`src/rtl/dag_seq_if.sv`:
```
// Request, arbitration and DAG-control bundle between decode/bus and dag_seq.
interface dag_seq_if #(
    parameter int unsigned LEN_W = 8
);
    logic             dm_req;
    logic [2:0]       dm_iadd;
    logic [2:0]       dm_madd;
    logic             dm_mdfy;
    logic [LEN_W-1:0] dm_len;
    logic             dm_gnt;
    logic             dm_done;

    logic             pm_req;
    logic [2:0]       pm_iadd;
    logic [2:0]       pm_madd;
    logic             pm_mdfy;
    logic [LEN_W-1:0] pm_len;
    logic             pm_gnt;
    logic             pm_done;

    logic             wr_req;
    logic [4:0]       wr_add;
    logic             wr_rdy;
    logic             abort;

    logic             ps_dg_en;
    logic             ps_dg_dgsclt;
    logic             ps_dg_mdfy;
    logic [2:0]       ps_dg_iadd;
    logic [2:0]       ps_dg_madd;
    logic             ps_dg_wrt_en;
    logic [4:0]       ps_dg_wrt_add;
    logic             busy;

    modport master (
        output dm_req, dm_iadd, dm_madd, dm_mdfy, dm_len,
        output pm_req, pm_iadd, pm_madd, pm_mdfy, pm_len,
        output wr_req, wr_add, abort,
        input  dm_gnt, dm_done, pm_gnt, pm_done, wr_rdy,
        input  ps_dg_en, ps_dg_dgsclt, ps_dg_mdfy, ps_dg_iadd, ps_dg_madd,
        input  ps_dg_wrt_en, ps_dg_wrt_add, busy
    );

    modport slave (
        input  dm_req, dm_iadd, dm_madd, dm_mdfy, dm_len,
        input  pm_req, pm_iadd, pm_madd, pm_mdfy, pm_len,
        input  wr_req, wr_add, abort,
        output dm_gnt, dm_done, pm_gnt, pm_done, wr_rdy,
        output ps_dg_en, ps_dg_dgsclt, ps_dg_mdfy, ps_dg_iadd, ps_dg_madd,
        output ps_dg_wrt_en, ps_dg_wrt_add, busy
    );
endinterface

```
`src/rtl/dag_seq.sv`:
```
// DAG sequencer: arbitrates DM/PM address requests, runs post-modify bursts
// and stalls register writes that target the active burst's I/M registers.
module dag_seq #(
    parameter int unsigned LEN_W = 8,
    parameter bit          RR_EN = 1'b1
) (
    input  logic       clk,
    input  logic       rst_n,
    dag_seq_if.slave   bus
);
    localparam int unsigned IDX_W = 3;

    typedef enum logic [1:0] {
        IDLE     = 2'd0,
        DM_BURST = 2'd1,
        PM_BURST = 2'd2
    } state_t;

    state_t             state_q, state_d;
    logic               grant_dm, grant_pm;
    logic               in_burst, last_beat, conflict;

    logic [LEN_W-1:0]   cnt_q, cnt_d;
    logic [IDX_W-1:0]   iadd_q, iadd_d;
    logic [IDX_W-1:0]   madd_q, madd_d;
    logic               mdfy_q, mdfy_d;
    logic               sel_q, sel_d;
    logic               last_q, last_d;
    logic               dm_gnt_q, dm_gnt_d, pm_gnt_q, pm_gnt_d;
    logic               dm_done_q, dm_done_d, pm_done_q, pm_done_d;

    // Pre-modify is always a single access; a zero length still issues one beat.
    function automatic logic [LEN_W-1:0] beats(input logic [LEN_W-1:0] len,
                                               input logic             mdfy);
        if (mdfy || (len == '0)) return LEN_W'(1);
        return len;
    endfunction

    assign in_burst  = (state_q != IDLE);
    assign last_beat = (cnt_q == LEN_W'(1));

    always_ff @(posedge clk or negedge rst_n) begin
        if (!rst_n) state_q <= IDLE;
        else        state_q <= state_d;
    end

    // last_q = 1 means PM was granted last, so DM wins the next tie
    always_comb begin
        state_d  = state_q;
        grant_dm = 1'b0;
        grant_pm = 1'b0;
        case (state_q)
            IDLE: begin
                if (bus.dm_req && (!bus.pm_req || !RR_EN || last_q)) begin
                    grant_dm = 1'b1;
                    state_d  = DM_BURST;
                end else if (bus.pm_req) begin
                    grant_pm = 1'b1;
                    state_d  = PM_BURST;
                end
            end
            DM_BURST, PM_BURST: begin
                if (bus.abort || last_beat) state_d = IDLE;
            end
            default: state_d = IDLE;
        endcase
    end

    // cnt holds the beats remaining including the one currently on the bus
    always_comb begin
        cnt_d     = cnt_q;
        iadd_d    = iadd_q;
        madd_d    = madd_q;
        mdfy_d    = mdfy_q;
        sel_d     = sel_q;
        last_d    = last_q;
        dm_gnt_d  = 1'b0;
        pm_gnt_d  = 1'b0;
        dm_done_d = 1'b0;
        pm_done_d = 1'b0;
        if (grant_dm) begin
            iadd_d    = bus.dm_iadd;
            madd_d    = bus.dm_madd;
            mdfy_d    = bus.dm_mdfy;
            sel_d     = 1'b0;
            last_d    = 1'b0;
            cnt_d     = beats(bus.dm_len, bus.dm_mdfy);
            dm_gnt_d  = 1'b1;
            dm_done_d = (cnt_d == LEN_W'(1));
        end else if (grant_pm) begin
            iadd_d    = bus.pm_iadd;
            madd_d    = bus.pm_madd;
            mdfy_d    = bus.pm_mdfy;
            sel_d     = 1'b1;
            last_d    = 1'b1;
            cnt_d     = beats(bus.pm_len, bus.pm_mdfy);
            pm_gnt_d  = 1'b1;
            pm_done_d = (cnt_d == LEN_W'(1));
        end else if (in_burst) begin
            if (bus.abort || last_beat) begin
                cnt_d = '0;
            end else begin
                cnt_d     = cnt_q - LEN_W'(1);
                dm_done_d = (state_q == DM_BURST) && (cnt_q == LEN_W'(2));
                pm_done_d = (state_q == PM_BURST) && (cnt_q == LEN_W'(2));
            end
        end
    end

    always_ff @(posedge clk or negedge rst_n) begin
        if (!rst_n) begin
            cnt_q     <= '0;
            iadd_q    <= '0;
            madd_q    <= '0;
            mdfy_q    <= 1'b0;
            sel_q     <= 1'b0;
            last_q    <= 1'b1;
            dm_gnt_q  <= 1'b0;
            pm_gnt_q  <= 1'b0;
            dm_done_q <= 1'b0;
            pm_done_q <= 1'b0;
        end else begin
            cnt_q     <= cnt_d;
            iadd_q    <= iadd_d;
            madd_q    <= madd_d;
            mdfy_q    <= mdfy_d;
            sel_q     <= sel_d;
            last_q    <= last_d;
            dm_gnt_q  <= dm_gnt_d;
            pm_gnt_q  <= pm_gnt_d;
            dm_done_q <= dm_done_d;
            pm_done_q <= pm_done_d;
        end
    end

    // A write may not touch the I or M register the running burst is using
    assign conflict = in_burst &&
                      ((bus.wr_add == {1'b1, sel_q, iadd_q}) ||
                       (bus.wr_add == {1'b0, sel_q, madd_q}));

    assign bus.wr_rdy        = ~conflict;
    assign bus.ps_dg_wrt_en  = bus.wr_req & ~conflict;
    assign bus.ps_dg_wrt_add = bus.wr_add;

    assign bus.ps_dg_en     = in_burst;
    assign bus.busy         = in_burst;
    assign bus.ps_dg_dgsclt = sel_q;
    assign bus.ps_dg_mdfy   = mdfy_q;
    assign bus.ps_dg_iadd   = iadd_q;
    assign bus.ps_dg_madd   = madd_q;
    assign bus.dm_gnt       = dm_gnt_q;
    assign bus.pm_gnt       = pm_gnt_q;
    assign bus.dm_done      = dm_done_q;
    assign bus.pm_done      = pm_done_q;
endmodule

```
`src/flat_wrapper.sv`:
```
// flat-port wrapper written by rule: the top's interface ports become plain ports
module dag_seq_flat 
#(
    parameter int unsigned LEN_W = 8,
    parameter bit          RR_EN = 1'b1
)
  (clk, rst_n, bus_dm_req, bus_dm_iadd, bus_dm_madd, bus_dm_mdfy, bus_dm_len, bus_pm_req, bus_pm_iadd, bus_pm_madd, bus_pm_mdfy, bus_pm_len, bus_wr_req, bus_wr_add, bus_abort, bus_dm_gnt, bus_dm_done, bus_pm_gnt, bus_pm_done, bus_wr_rdy, bus_ps_dg_en, bus_ps_dg_dgsclt, bus_ps_dg_mdfy, bus_ps_dg_iadd, bus_ps_dg_madd, bus_ps_dg_wrt_en, bus_ps_dg_wrt_add, bus_busy);
  dag_seq_if #(.LEN_W(LEN_W)) bus_i ();
  input  logic clk;
  input  logic rst_n;
  input wire logic [$bits(bus_i.dm_req)-1:0] bus_dm_req;
  input wire logic [$bits(bus_i.dm_iadd)-1:0] bus_dm_iadd;
  input wire logic [$bits(bus_i.dm_madd)-1:0] bus_dm_madd;
  input wire logic [$bits(bus_i.dm_mdfy)-1:0] bus_dm_mdfy;
  input wire logic [$bits(bus_i.dm_len)-1:0] bus_dm_len;
  input wire logic [$bits(bus_i.pm_req)-1:0] bus_pm_req;
  input wire logic [$bits(bus_i.pm_iadd)-1:0] bus_pm_iadd;
  input wire logic [$bits(bus_i.pm_madd)-1:0] bus_pm_madd;
  input wire logic [$bits(bus_i.pm_mdfy)-1:0] bus_pm_mdfy;
  input wire logic [$bits(bus_i.pm_len)-1:0] bus_pm_len;
  input wire logic [$bits(bus_i.wr_req)-1:0] bus_wr_req;
  input wire logic [$bits(bus_i.wr_add)-1:0] bus_wr_add;
  input wire logic [$bits(bus_i.abort)-1:0] bus_abort;
  output wire logic [$bits(bus_i.dm_gnt)-1:0] bus_dm_gnt;
  output wire logic [$bits(bus_i.dm_done)-1:0] bus_dm_done;
  output wire logic [$bits(bus_i.pm_gnt)-1:0] bus_pm_gnt;
  output wire logic [$bits(bus_i.pm_done)-1:0] bus_pm_done;
  output wire logic [$bits(bus_i.wr_rdy)-1:0] bus_wr_rdy;
  output wire logic [$bits(bus_i.ps_dg_en)-1:0] bus_ps_dg_en;
  output wire logic [$bits(bus_i.ps_dg_dgsclt)-1:0] bus_ps_dg_dgsclt;
  output wire logic [$bits(bus_i.ps_dg_mdfy)-1:0] bus_ps_dg_mdfy;
  output wire logic [$bits(bus_i.ps_dg_iadd)-1:0] bus_ps_dg_iadd;
  output wire logic [$bits(bus_i.ps_dg_madd)-1:0] bus_ps_dg_madd;
  output wire logic [$bits(bus_i.ps_dg_wrt_en)-1:0] bus_ps_dg_wrt_en;
  output wire logic [$bits(bus_i.ps_dg_wrt_add)-1:0] bus_ps_dg_wrt_add;
  output wire logic [$bits(bus_i.busy)-1:0] bus_busy;
  assign bus_i.dm_req = bus_dm_req;
  assign bus_i.dm_iadd = bus_dm_iadd;
  assign bus_i.dm_madd = bus_dm_madd;
  assign bus_i.dm_mdfy = bus_dm_mdfy;
  assign bus_i.dm_len = bus_dm_len;
  assign bus_i.pm_req = bus_pm_req;
  assign bus_i.pm_iadd = bus_pm_iadd;
  assign bus_i.pm_madd = bus_pm_madd;
  assign bus_i.pm_mdfy = bus_pm_mdfy;
  assign bus_i.pm_len = bus_pm_len;
  assign bus_i.wr_req = bus_wr_req;
  assign bus_i.wr_add = bus_wr_add;
  assign bus_i.abort = bus_abort;
  assign bus_dm_gnt = bus_i.dm_gnt;
  assign bus_dm_done = bus_i.dm_done;
  assign bus_pm_gnt = bus_i.pm_gnt;
  assign bus_pm_done = bus_i.pm_done;
  assign bus_wr_rdy = bus_i.wr_rdy;
  assign bus_ps_dg_en = bus_i.ps_dg_en;
  assign bus_ps_dg_dgsclt = bus_i.ps_dg_dgsclt;
  assign bus_ps_dg_mdfy = bus_i.ps_dg_mdfy;
  assign bus_ps_dg_iadd = bus_i.ps_dg_iadd;
  assign bus_ps_dg_madd = bus_i.ps_dg_madd;
  assign bus_ps_dg_wrt_en = bus_i.ps_dg_wrt_en;
  assign bus_ps_dg_wrt_add = bus_i.ps_dg_wrt_add;
  assign bus_busy = bus_i.busy;
  dag_seq #(.LEN_W(LEN_W), .RR_EN(RR_EN)) u_core (.clk(clk), .rst_n(rst_n), .bus(bus_i));
endmodule
```
`config.mk`:
```
export PLATFORM = sky130hd
export DESIGN_NAME = dag_seq_flat
export DESIGN_NICKNAME = d
export VERILOG_FILES = /design/src/rtl/dag_seq_if.sv /design/src/rtl/dag_seq.sv /design/src/flat_wrapper.sv
export SDC_FILE = /design/constraint.sdc
export NUM_CORES = 1
export LEC_CHECK = 0
export CORE_AREA = 4 4 63 80
export DETAILED_ROUTE_END_ITERATION = 10
export DIE_AREA = 0 0 67 84
export PLACE_DENSITY = 0.7
export SYNTH_ARGS = -nofsm -noshare
export SYNTH_HDL_FRONTEND = slang
export SYNTH_SLANG_ARGS = --single-unit
```
`constraint.sdc`:
```
create_clock -name clk -period 1.47 [get_ports clk]
set_input_delay 0.294 -clock clk [delete_from_list [all_inputs] [get_ports clk]]
set_output_delay 0.294 -clock clk [all_outputs]
set_load 0.005 [all_outputs]
```
### Word level (Yosys, flattened, before mapping)

Cells that the tools add are included.

* eq/ne operators: 10
* bitwise logic cells: 2
* multiplexer cells: 44
* add/subtract/negate cells: 1
* reduce and logical (&&, ||, !) cells: 18

Operators by type and width (number)
* 2-to-1 mux 8 bit: 11
* 2-to-1 mux 1 bit: 25
* == test 8 x 1 -> 1 bit (second input constant): 3
* zero test 8 bit: 2
* 2-to-1 mux 3 bit: 4
* == test 8 x 2 -> 1 bit (second input constant): 1
* subtractor 8 x 1 -> 8 bit (second input constant): 1
* 2-to-1 mux 2 bit: 3
* == test 5 x 4 -> 1 bit: 1
* == test 5 bit: 1
* logical OR 1 bit: 5
* logical AND 1 bit: 4
* one-hot mux 2 bit (2 select lines): 1
* nonzero test 2 bit: 2
* != test 3 x 2 -> 1 bit (second input constant): 1
* nonzero test 3 bit: 1
* == test 2 x 1 -> 1 bit (second input constant): 1
* == test 2 bit (second input constant): 1
* zero test 2 bit: 1
* != test 2 x 1 -> 1 bit (second input constant): 1
* AND reduction 2 bit: 1
* OR reduction 2 bit: 1
* AND 1 bit: 1
* zero test 1 bit: 1
* NOT 1 bit: 1

* output and inout bits: 21
* register bits after elaboration: 23

### Logic depth before layout (Yosys ltp)

Gate-level depths: netlist of the first run.

* word-level depth: 13
* mapped depth: 8
* depth with buffers taken out: 7

### Worst setup path before layout of the first run

OpenSTA, ideal clock, no wires.

* path type: register to register
* start point: register u_core.cnt_q[0]
* end point: register u_core.cnt_q[6]
* arrival time: 1.455 ns
* path slack: -0.119 ns
* setup time: 0.135 ns
* cell stages (with the launch flop): 7
* period minus slack after synthesis: 1.589 ns
* data required time: 1.335 ns
* cell sequence: dfrtp_1 > inv_1 > ha_1 > or3b_1 > nor3_2 > mux2i_1 > o211ai_1

* longest elaborated chain between the ends: 6
* elaborated cells on any way between the ends: 7
* classes of those cells: add/sub: 1; eq/ne: 1; mux: 4; reduce/logical: 1

Ends and longest elaborated chain
* start: declaration: line dag_seq.sv:23 `logic [LEN_W-1:0] cnt_q, cnt_d;`
* start signal: assignment: line dag_seq.sv:123 `cnt_q <= cnt_d;`
* branches (longest 2 deep; another with subtractor 8 x 1 -> 8 bit)
* 2-to-1 mux 8 bit (*): line dag_seq.sv:100 `if (bus.abort || last_beat) begin`
* 2-to-1 mux 8 bit (*): line dag_seq.sv:99 `end else if (in_burst) begin`
* 2-to-1 mux 8 bit (*): line dag_seq.sv:90 `end else if (grant_pm) begin`
* 2-to-1 mux 8 bit (*): line dag_seq.sv:81 `if (grant_dm) begin`

Mark *: on every way between the ends. The select of a mux whose other input is x is not followed.
A chain may end at the register's enable or synchronous reset.

### Worst setup path in the final report of the first run

* start point: register u_core.madd_q[1] (netlist: u_core.bus.ps_dg_madd[1])
* end point: output bus_ps_dg_wrt_en

* longest elaborated chain between the ends: 5

Ends and longest elaborated chain
* start: declaration: line dag_seq.sv:25 `logic [IDX_W-1:0] madd_q, madd_d;`
* start signal: assignment: line dag_seq.sv:125 `madd_q <= madd_d;`
* == test 5 x 4 -> 1 bit: line dag_seq.sv:139 `(bus.wr_add == {1'b0, sel_q, madd_q}));`
* logical OR 1 bit: line dag_seq.sv:138 `((bus.wr_add == {1'b1, sel_q, iadd_q}) ||`
* logical AND 1 bit: line dag_seq.sv:137 `assign conflict = in_burst &&`
* NOT 1 bit: line dag_seq.sv:142 `assign bus.ps_dg_wrt_en = bus.wr_req & ~conflict;`
* AND 1 bit: line dag_seq.sv:142
* end: declaration: line flat_wrapper.sv:34 `output wire logic [$bits(bus_i.ps_dg_wrt_en)-1:0] bus_ps_dg_wrt_en;`

No other way between the ends.

==> results of run 1 <==
## worst min path at each step
| stage | from | endpoint | slack, ns | cells after the start |
|---|---|---|---|---|
| after floorplan | rst_n | u_core.bus.dm_done | -0.002 | 0 |
| after global placement | u_core.cnt_q[7] | u_core.cnt_q[7] | 0.54 | 2 |
| after detailed placement | u_core.cnt_q[7] | u_core.cnt_q[7] | 0.54 | 2 |
| after CTS | rst_n | u_core.cnt_q[2] | 0.38 | 2 |
| after global routing | rst_n | u_core.cnt_q[2] | 0.39 | 2 |
| final | rst_n | u_core.cnt_q[2] | 0.37 | 2 |
## metal layers
layer | GRT usage [%] | part of all wire (%) | wire (um)
met5 | 0 | 0 | 0
met4 | 7.56 | 3.6 | 241
met3 | 3.77 | 8.5 | 577
met2 | 42.1 | 53 | 3610
met1 | 22.8 | 34 | 2330
## worst max-delay path, delay by kind of cell, from the launching register on
| family | cells | cell delay [ns] |
|---|---|---|
| and+or+nand+nor | 2 | 0.42 |
| DFF | 1 | 0.41 |
| xor gates and xnor gates | 1 | 0.15 |
| AOI/OAI and AO/OA | 1 | 0.14 |
| buffers and inverters | 1 | 0.12 |
## power breakdown
group | switching, mW | internal, mW
Clock | 0.214 | 0.194
Combinational | 1.76 | 2.26
Sequential | 0.233 | 0.913
## kinds of logic (layout without fill, tap and decap cells)
logic type	count (synthesis)	in the layout	share of synthesized area (%)
flip-flops	23	23	34.6
AND/OR/NAND/NOR	62	62	23.3
multiplexers	3	3	1.80
AO/OA/AOI/OAI	49	49	22.2
XOR/XNOR	7	7	3.68
buffers and inverters	30	163	9.90
adder cells (fa/ha/maj)	6	6	4.50
## cells in the final DEF, fill, tap and decap left out, drive strengths merged, types with 5 or more instances in the layout
master,synthesis,final
clkbuf,0,6
dlygate4sd2,0,13
nand2,10,10
nor2,16,16
buf,12,84
o21ai,6,6
o211ai,5,5
a21oi,5,5
inv,17,18
dfrtp,22,22
clkdlybuf4s50,0,34
clkdlybuf4s15,0,7
nand2b,5,5
a31oi,8,8
ha,6,6
nand3,7,7
## sequential cells by signal, summed over array words and instances (netlist names)
signal,cells
u_core.bus.ps_dg_madd,3
u_core.bus.pm_done,1
u_core.bus.ps_dg_iadd,3
u_core.bus.ps_dg_dgsclt,1
u_core.bus.pm_gnt,1
u_core.cnt_q,8
u_core.bus.dm_done,1
u_core.bus.dm_gnt,1
u_core.state_q,2
u_core.last_q,1
u_core.bus.ps_dg_mdfy,1
## per-stage QoR
| stage | utilization, % | hold slack (ns) | instance area (um^2) | setup TNS [ns] |
|---|---|---|---|---|
| 2_1_floorplan | - | -0.00159 | 1690 | -0.0914 |
| 3_3_place_gp | 61.7 | 0.536 | 2650 | -9.39 |
| 3_5_place_dp | 61.7 | 0.540 | 2650 | -9.81 |
| 4_1_cts | 69.3 | 0.377 | 2970 | -1.39 |
| 5_1_grt | 75.8 | 0.389 | 3250 | -3.87 |
| 6_report | 75.8 | 0.367 | 3250 | -2.55 |
## final cells by class
cell class / instances / area [um^2]
Fill cell: 254 / 1040
Timing Repair Buffer: 141 / 1260
Tap cell: 58 / 72.6
Clock buffer: 4 / 45.0
Inverter: 18 / 72.6
Multi-Input combinational cell: 127 / 1220
Sequential cell: 23 / 577
## repair_timing
action                                 CTS  global route
cloned                                   1             0
gates resized for setup                 81            47
setup endpoints to repair               35            26
setup buffers                           18            15
pin swaps                               31            20
endpoints found under the hold margin    0             0
==> out/results.tsv, run 1 <==
stage	metric	value	unit
outcome	status	finished with violations	
outcome	violated checks	negative setup slack	
timing	RSZ-0062 raised after global routing	yes	
worst_setup_path	crit path to	bus_ps_dg_wrt_en	
timing	Tcrit/Tclk final	124	%
min_path	Hold Crit Class	in2async	
clock_tree	Num CTS Buffers	3	
global_routing	GRT Residual Overflow	0	
worst_setup_path	crit path kind	reg2out	
place	GP Congestion	0.877	
worst_setup_path	Critical Path RT	1.18	ns
timing	slew at the pin closest to its max-slew limit	0.386	ns
synth	synthesized area per cell	9.27	um^2
clock_tree	TritonCTS clock tree	built	
worst_setup_path	reg-to-reg slack, setup	-0.19	ns
die	initial core utilization	38.9	%
drt	DR iter-0 viols	141	
worst_setup_path	CP Launch Point	u_core.bus.ps_dg_madd[1]	
die	io pins	62	
synth	Mapped Area	0.00167	mm^2
clock_tree	CTS Sinks	23	
synth	synth top area cells	dfrtp_1, ha_1, buf_4, inv_1, nor2_1	
timing	final setup violation count	22	
timing	Slew Limit Fails	0	
synth	Synth Register Bits	23	
timing	skew final	0.00987	ns
place	pre-CTS worst setup slack	-0.812	ns
synth	Commonest cells post-synth	dfrtp_1, inv_1, nor2_1	
worst_setup_path	max incr delay on CP	0.41	ns
timing	Setup WS post-layout	-0.348	ns
worst_setup_path	Worst Path Arrival	1.52	ns
die	Die Y-Extent	84	um
worst_setup_path	endpoint of the lowest-slack register-to-register path	u_core.cnt_q[0]	
drt	final WL	6.77	mm
timing	Max-slew headroom	74.2	%
power_and_ir_drop	Leak	1.42	nW
die	core area	0.00429	mm^2
synth	Gate Count Post-Synth	180	
synth	area share of the largest cell type after synthesis	33.0	%
power_and_ir_drop	Pwr Total	5.57	mW
layout	Antenna Cells	0	
clock_tree	Max clock buf depth	2	
die	die area	0.00563	mm^2
clock_tree	H-tree depth	1	
layout	final layout net count	361	
timing	minimum clock period	1.82	ns
synth	Main synth FF type	dfrtp_1	
clock_tree	Root Driver	clkbuf_8	
worst_setup_path	cells along the critical path	xor2_1, nor4_1, o211ai_1, and2_1, buf_2	
layout	non-filler instance count after layout	371	
layout	synthesis-to-layout area growth	94.9	%
drt	Routed WL per cell	18.2	um
drt	drt pass-1 iters	5	
place	port bufs	61	
synth	async set-reset flop share out of synthesis	100	%
worst_setup_path	RR Startpoint	u_core.state_q[0]	
clock_tree	Post-CTS Hold Buffers	0	
timing	Peak Freq	550	MHz
global_routing	first-pass GRT wire length	9.45	mm
worst_setup_path	CP Launch Type	register	
power_and_ir_drop	Pwr per Cell Area	1710	mW/mm^2
job	Max Cap Viol	0	
global_routing	initial antenna violation count	0	
place	Inst Count DP	337	
timing	Final Hold Viols	0	
die	Rows	27	
synth	Netlist cell types	55	
drt	Via density	5.47	
worst_setup_path	slowest CP cell	dfrtp_1	
die	DIE WIDTH	67	um
global_routing	vias in the first global route	1993	
global_routing	GRT Util Overall	22.0	%
worst_setup_path	CP endpoint kind	output port	
clock_tree	Reg clk slew, reported paths	0.09	ns
worst_setup_path	Worst Reg-to-Reg Cells	8	
synth	top-count cell post-synth	dfrtp_1	
drt	routed vias	2030	
global_routing	largest net degree at the start of global routing	24	
clock_tree	later-pin clock latency in the skew report	0.28	ns
drt	number of routed nets with antenna violations	0	
synth	Yosys warning count	0	
place	dpl hpwl	4.34	mm
drt	# DRC	0	
power_and_ir_drop	worst vdd ir	0.844	mV
synth	Synth Net Count	227	
synth	Seq/Total Area, Yosys	34.6	%
synth	Post-synth EDFFs	0	
layout	fraction of layout cells with a size suffix above 1	47.0	%
worst_setup_path	peak fanout along the critical path	2	
synth	dominant cell type by area after synthesis	dfrtp_1	
Note: power is estimated with default switching activity, not from simulation.
==> inputs of run 2 (changes only) <==
CTS_CLUSTER_DIAMETER = 150   (was not set)
==> results of run 2 <==
Final layout, timing and power as in run 1 (identical DEF).
